[config.mk]
export PLATFORM = sky130hd
export DESIGN_NAME = imem_loader
export DESIGN_NICKNAME = d
export VERILOG_FILES = /design/src/rtl/imem_loader_pkg.sv /design/src/rtl/imem_loader_byte_packer.sv /design/src/rtl/imem_loader.sv
export SDC_FILE = /design/constraint.sdc
export NUM_CORES = 1
export LEC_CHECK = 0
export ABC_AREA = 1
export CAP_MARGIN = 40
export CORE_ASPECT_RATIO = 0.5
export CORE_MARGIN = 2
export CORE_UTILIZATION = 30
export DETAILED_ROUTE_END_ITERATION = 6
export HOLD_SLACK_MARGIN = 0.06
export SLEW_MARGIN = 10
export SYNTH_ARGS = -nofsm -noshare
export SYNTH_HDL_FRONTEND = slang
export SYNTH_SLANG_ARGS = --single-unit
[constraint.sdc]
create_clock -name i_clk -period 6.1 [get_ports i_clk]
set_input_delay 1.22 -clock i_clk [delete_from_list [all_inputs] [get_ports i_clk]]
set_output_delay 1.22 -clock i_clk [all_outputs]
set_load 0.01 [all_outputs]
[src/rtl/imem_loader_pkg.sv]
// rtl/imem_loader_pkg.sv - shared instruction-memory constants and loader state encoding
package imem_loader_pkg;

    localparam int IMEM_DEPTH  = 1024;
    localparam int IMEM_ADDR_W = 10;

    typedef enum logic [1:0] {
        IDLE  = 2'd0,
        RECV  = 2'd1,
        WRITE = 2'd2,
        DONE  = 2'd3
    } state_t;

endpackage

[src/rtl/imem_loader_byte_packer.sv]
// rtl/imem_loader_byte_packer.sv - little-endian 4-byte lane assembler
module imem_loader_byte_packer (
    input  logic        i_clk,
    input  logic        i_rst,
    input  logic        i_clr,
    input  logic        i_accept,
    input  logic [7:0]  i_byte,
    output logic        o_word_full,
    output logic [31:0] o_word
);

    logic [31:0] r_word;
    logic [1:0]  r_byte_idx;
    logic [31:0] w_word;

    // Merge the byte being accepted this cycle so the full word is visible on the 4th byte
    always_comb begin
        w_word = r_word;
        if (i_accept) begin
            w_word[{r_byte_idx, 3'b000} +: 8] = i_byte;
        end
    end

    assign o_word      = w_word;
    assign o_word_full = i_accept && (r_byte_idx == 2'd3);

    // Lane storage and byte index; the index wraps to 0 after the 4th byte
    always_ff @(posedge i_clk) begin
        if (i_rst || i_clr) begin
            r_word     <= '0;
            r_byte_idx <= '0;
        end else if (i_accept) begin
            r_word     <= w_word;
            r_byte_idx <= r_byte_idx + 2'd1;
        end
    end

endmodule

[src/rtl/imem_loader.sv]
// rtl/imem_loader.sv - byte-stream instruction memory loader with CPU reset hold
module imem_loader
    import imem_loader_pkg::*;
#(
    parameter int DEPTH  = IMEM_DEPTH,
    parameter int ADDR_W = IMEM_ADDR_W
) (
    input  logic              i_clk,
    input  logic              i_rst,
    input  logic              i_start,
    input  logic [ADDR_W:0]   i_word_count,
    input  logic              i_in_valid,
    input  logic [7:0]        i_in_data,
    output logic              o_in_ready,
    output logic              o_mem_we,
    output logic [31:0]       o_mem_addr,
    output logic [31:0]       o_mem_wdata,
    output logic              o_busy,
    output logic              o_done,
    output logic              o_err,
    output logic [31:0]       o_checksum,
    output logic              o_cpu_rst_n
);

    localparam logic [ADDR_W:0] L_DEPTH = (ADDR_W+1)'(DEPTH);

    state_t             r_state;
    state_t             w_next_state;
    logic [ADDR_W:0]    r_n;
    logic [ADDR_W-1:0]  r_word_ptr;
    logic [31:0]        r_mem_addr;
    logic [31:0]        r_mem_wdata;
    logic [31:0]        r_checksum;
    logic               r_err;
    logic               r_cpu_rst_n;

    logic               w_in_ready;
    logic               w_mem_we;
    logic               w_busy;
    logic               w_done;
    logic               w_start_acc;
    logic               w_over;
    logic [ADDR_W:0]    w_n_start;
    logic [ADDR_W:0]    w_ptr_inc;
    logic               w_last_word;
    logic               w_accept;
    logic               w_word_full;
    logic [31:0]        w_word;

    assign w_over      = i_word_count > L_DEPTH;
    assign w_n_start   = w_over ? L_DEPTH : i_word_count;
    assign w_start_acc = i_start && ((r_state == IDLE) || (r_state == DONE));
    assign w_accept    = w_in_ready && i_in_valid;
    assign w_ptr_inc   = {1'b0, r_word_ptr} + {{ADDR_W{1'b0}}, 1'b1};
    assign w_last_word = (w_ptr_inc == r_n);

    imem_loader_byte_packer u_packer (
        .i_clk       (i_clk),
        .i_rst       (i_rst),
        .i_clr       (w_start_acc),
        .i_accept    (w_accept),
        .i_byte      (i_in_data),
        .o_word_full (w_word_full),
        .o_word      (w_word)
    );

    // Next-state and state-decoded outputs
    always_comb begin
        w_next_state = r_state;
        w_in_ready   = 1'b0;
        w_mem_we     = 1'b0;
        w_busy       = 1'b0;
        w_done       = 1'b0;
        case (r_state)
            IDLE, DONE: begin
                w_done = (r_state == DONE);
                if (w_start_acc) begin
                    w_next_state = (w_n_start == '0) ? DONE : RECV;
                end
            end
            RECV: begin
                w_in_ready = 1'b1;
                w_busy     = 1'b1;
                if (w_word_full) begin
                    w_next_state = WRITE;
                end
            end
            WRITE: begin
                w_mem_we     = 1'b1;
                w_busy       = 1'b1;
                w_next_state = w_last_word ? DONE : RECV;
            end
            default: w_next_state = IDLE;
        endcase
    end

    // State register; rst aborts any load immediately
    always_ff @(posedge i_clk) begin
        if (i_rst) begin
            r_state <= IDLE;
        end else begin
            r_state <= w_next_state;
        end
    end

    // CPU is released only while the loader sits in DONE
    always_ff @(posedge i_clk) begin
        if (i_rst) begin
            r_cpu_rst_n <= 1'b0;
        end else begin
            r_cpu_rst_n <= (w_next_state == DONE);
        end
    end

    // Load setup on start, word pointer advance and checksum accumulation after each write
    always_ff @(posedge i_clk) begin
        if (i_rst) begin
            r_n        <= '0;
            r_word_ptr <= '0;
            r_checksum <= '0;
            r_err      <= 1'b0;
        end else if (w_start_acc) begin
            r_n        <= w_n_start;
            r_word_ptr <= '0;
            r_checksum <= '0;
            r_err      <= w_over;
        end else if (r_state == WRITE) begin
            r_checksum <= r_checksum ^ r_mem_wdata;
            if (!w_last_word) begin
                r_word_ptr <= w_ptr_inc[ADDR_W-1:0];
            end
        end
    end

    // Memory address/data are captured with the 4th byte and held until the next word
    always_ff @(posedge i_clk) begin
        if (i_rst) begin
            r_mem_addr  <= '0;
            r_mem_wdata <= '0;
        end else if (w_word_full) begin
            r_mem_addr  <= 32'({r_word_ptr, 2'b00});
            r_mem_wdata <= w_word;
        end
    end

    assign o_in_ready  = w_in_ready;
    assign o_mem_we    = w_mem_we;
    assign o_mem_addr  = r_mem_addr;
    assign o_mem_wdata = r_mem_wdata;
    assign o_busy      = w_busy;
    assign o_done      = w_done;
    assign o_err       = r_err;
    assign o_checksum  = r_checksum;
    assign o_cpu_rst_n = r_cpu_rst_n;

endmodule

==> run summary <==
Worst min path class - register to register
Vias in the first global route - 4,697
CTS sink count - 125
Max-cap violations - 0
Slowest CP cell - ha_2
RSZ-0062 raised after global routing - false
Period utilization - 0.574
Worst Path Arrival - 2280 ps
Cts-stage hold buffer count - 0
Top post-synthesis cells by count - dfxtp_1, nand2_1, nor2_1
Synth area leader - dfxtp_1
Worst Path Class, Setup - register to primary output
1st-pass router iterations - 5
Total GRT Usage - 0.156
Status - finished, final reports clean
Sequential fraction of the synthesis area - 0.449
#FFs+latches synth - 125
Post-DP HPWL - 11,100 um
Area contributors post-synth - dfxtp_1, nand2_1, a21oi_1
F_max - 285 MHz
Post-synth EDFFs - 0
Largest net degree at the start of global routing - 45
Vias - 5,120
H-tree depth - 4
Initial antenna violation count - 0
Post-synthesis simple-gate area fraction - 0.284
Cell Pwr Density - 328 mW/mm^2
Synthesized area - 0.00558 sq mm
Final ANT Viol Nets - 0
Die area - 0.0198 sq mm
Worst-path clk slew - 60 ps
Buffers on Ports - 102
Post-synth cell types - 33
Mapped Cells - 749
Xor and xnor area share after synthesis - 0.00314
CP Launch Type - register
First-pass GRT wire length - 24,100 um
# Post-CTS Setup Buffers - 0
CP peak stage delay - 590 ps
DR iter-0 viols - 416
Remaining DRCs - 0
Post-synth top area share - 0.449
Final setup fails - 0
Synthesis warning total - 0
Most common cell in the netlist - dfxtp_1
Setup Skew - 7.52 ps
TritonCTS buffer count - 17
Main combinational cell family by area after synthesis - simple AND/OR/NAND/NOR gates
WP data required - 4880 ps
Area share of fa/ha/maj cells after synthesis - 0.0202
Mean number of vias per cell - 4.68
Fin area - 0.00736 sq mm
Critical path cell sequence - ha_2 > buf_12 > clkdlybuf4s50_1
Aggregate routed wire length - 15,100 um
Pleak - 2.99 nW
Setup TNS - 0 ps
Layout cells sized above 1 - 0.0691
Die width - 197 um
Io pins - 125
CTS tree - done
Initial core utilization - 0.305
CP bufs+invs - 2
Latest clock arrival within the worst-skew pair - 420 ps
Root buffer cell - clkbuf_16
Row count - 35
Hold WS - 480 ps
Post-synthesis mux area share - 0
Switch Pwr - 0.000795 W
Least-Margin Pin Slew - 922 ps
Die H - 100 um
Dpl cell area - 0.00679 sq mm
Post_cts resized - 0
Worst IR Drop VDD - 0.207 mV
Final slew viol count - 0
Grt ovf - 0
Synth Area in Compound Gates - 0.142
Clk pwr share - 0.407
Area of the core - 0.0183 sq mm
Final GP Congestion - 0.883
Avg Inst Size Synth - 7.45 sq um
Net Sw Frac - 0.330
Crit-path max FO - 44
Ys async rst share - 0
Largest delay share family, worst path - buffers and inverters
Hold Violations, Final - 0
Slew HR - 0.383
Main flop type after synthesis - dfxtp_1
Diodes inserted - 0
Area delta synth->final - 31.9%
Power Total - 0.00241 W
Drt wl/cell - 13.8 um
CTS max path bufs - 2
Int Power - 0.00162 W
Comb pwr share - 0.219
Minimum clock period - 3500 ps
Sequential power share - 0.373
Nets - 873
Endpoint class of the critical path - primary output
-- layout make-up --
type	count	area, sq um
clock buffers	19	443
clock inverters	13	130
fillers	1852	10900
inverters	72	270
multi-input cells	517	2590
flip-flops and latches	125	2500
well taps	240	300
repair buffers	108	1130
-- worst register-to-register path, stage by stage, from the launching register on --
cell and delay (ps):
dfxtp_1 420, inv_1 70, ha_1 260, nand2_1 190, clkinv_1 130, nand2_1 320, clkinv_1 440, buf_16 300
buf_4 230, o21ai_0 190, a21oi_1 60
-- logic make-up after synthesis --
logic type	after synthesis
AOI/OAI and AO/OA	142
xor gates and xnor gates	2
adders and majority gates	9
buffers and inverters	128
DFF	125
other	1
and+or+nand+nor	342
-- registers in the layout (all words and copies together), names as in the netlist, 2 cells and up --
name / flops
o_checksum: 32
o_mem_wdata: 32
u_packer.r_word: 24
r_n: 11
o_mem_addr: 10
r_word_ptr: 10
r_state: 2
u_packer.r_byte_idx: 2
-- path summary, 6_finish.rpt --
| kind | from | to | slack, ps | cells past startpoint |
|---|---|---|---|---|
| setup / recovery | r_state[1] | o_mem_we | 2600 | 3 |
| hold / removal | u_packer.r_word[16] | u_packer.r_word[16] | 480 | 2 |
| setup reg to reg | r_state[1] | o_mem_wdata[4] | 3380 | 10 |
| hold reg to reg | u_packer.r_word[16] | u_packer.r_word[16] | 480 | 2 |
-- power groups by stage --
stage	clock network, W	registers [W]	logic, W
3_3_place_gp	0	0.000918	0.000495
6_report	0.000983	0.000901	0.000528
4_1_cts	0.000999	0.000900	0.000528
5_1_grt	0.00104	0.000906	0.000600
3_5_place_dp	0	0.000917	0.000525
2_1_floorplan	0	0.000908	0.000372
-- per-stage QoR --
stage | util | instances | worst slack [ps]
final | 0.402 | 1094 | 2600
after global routing | 0.402 | 1094 | 2450
after CTS | 0.402 | 1094 | 2590
after detailed placement | 0.371 | 1062 | 2520
after global placement | 0.365 | 1057 | 2030
after floorplan | - | 770 | 3790
-- metal layers --
layer,global-route usage,wire [um],up-vias,part of all wire
met2,0.261,7130,97,0.47
met4,0.0567,157,0,0.010
met3,0.0376,546,12,0.036
met5,0,0,-,0
li1,-,-,2638,-
met1,0.199,7260,2373,0.48
-- cell usage in the layout, fill, tap and decap left out, types with 2 or more instances in the layout --
master and count:
inv_2 5, o21bai_1 2, o22ai_1 4, a211oi_1 2, dfxtp_1 125, nand3_2 5, o21ai_0 36, conb_1 22
o211ai_1 16, nor3_1 33, buf_16 2, nand2_2 4, a22oi_1 8, clkbuf_16 17, ha_1 8, clkdlybuf4s50_1 102
buf_4 2, nor2_1 81, and3_1 32, a21oi_1 71, nor2_4 4, clkinv_1 3, nand3_1 59, inv_6 6
o21ai_1 2, clkinvlp_4 4, nand2_1 119, clkinv_4 2, inv_1 64
No activity file was read; power rests on OpenSTA's default activity.
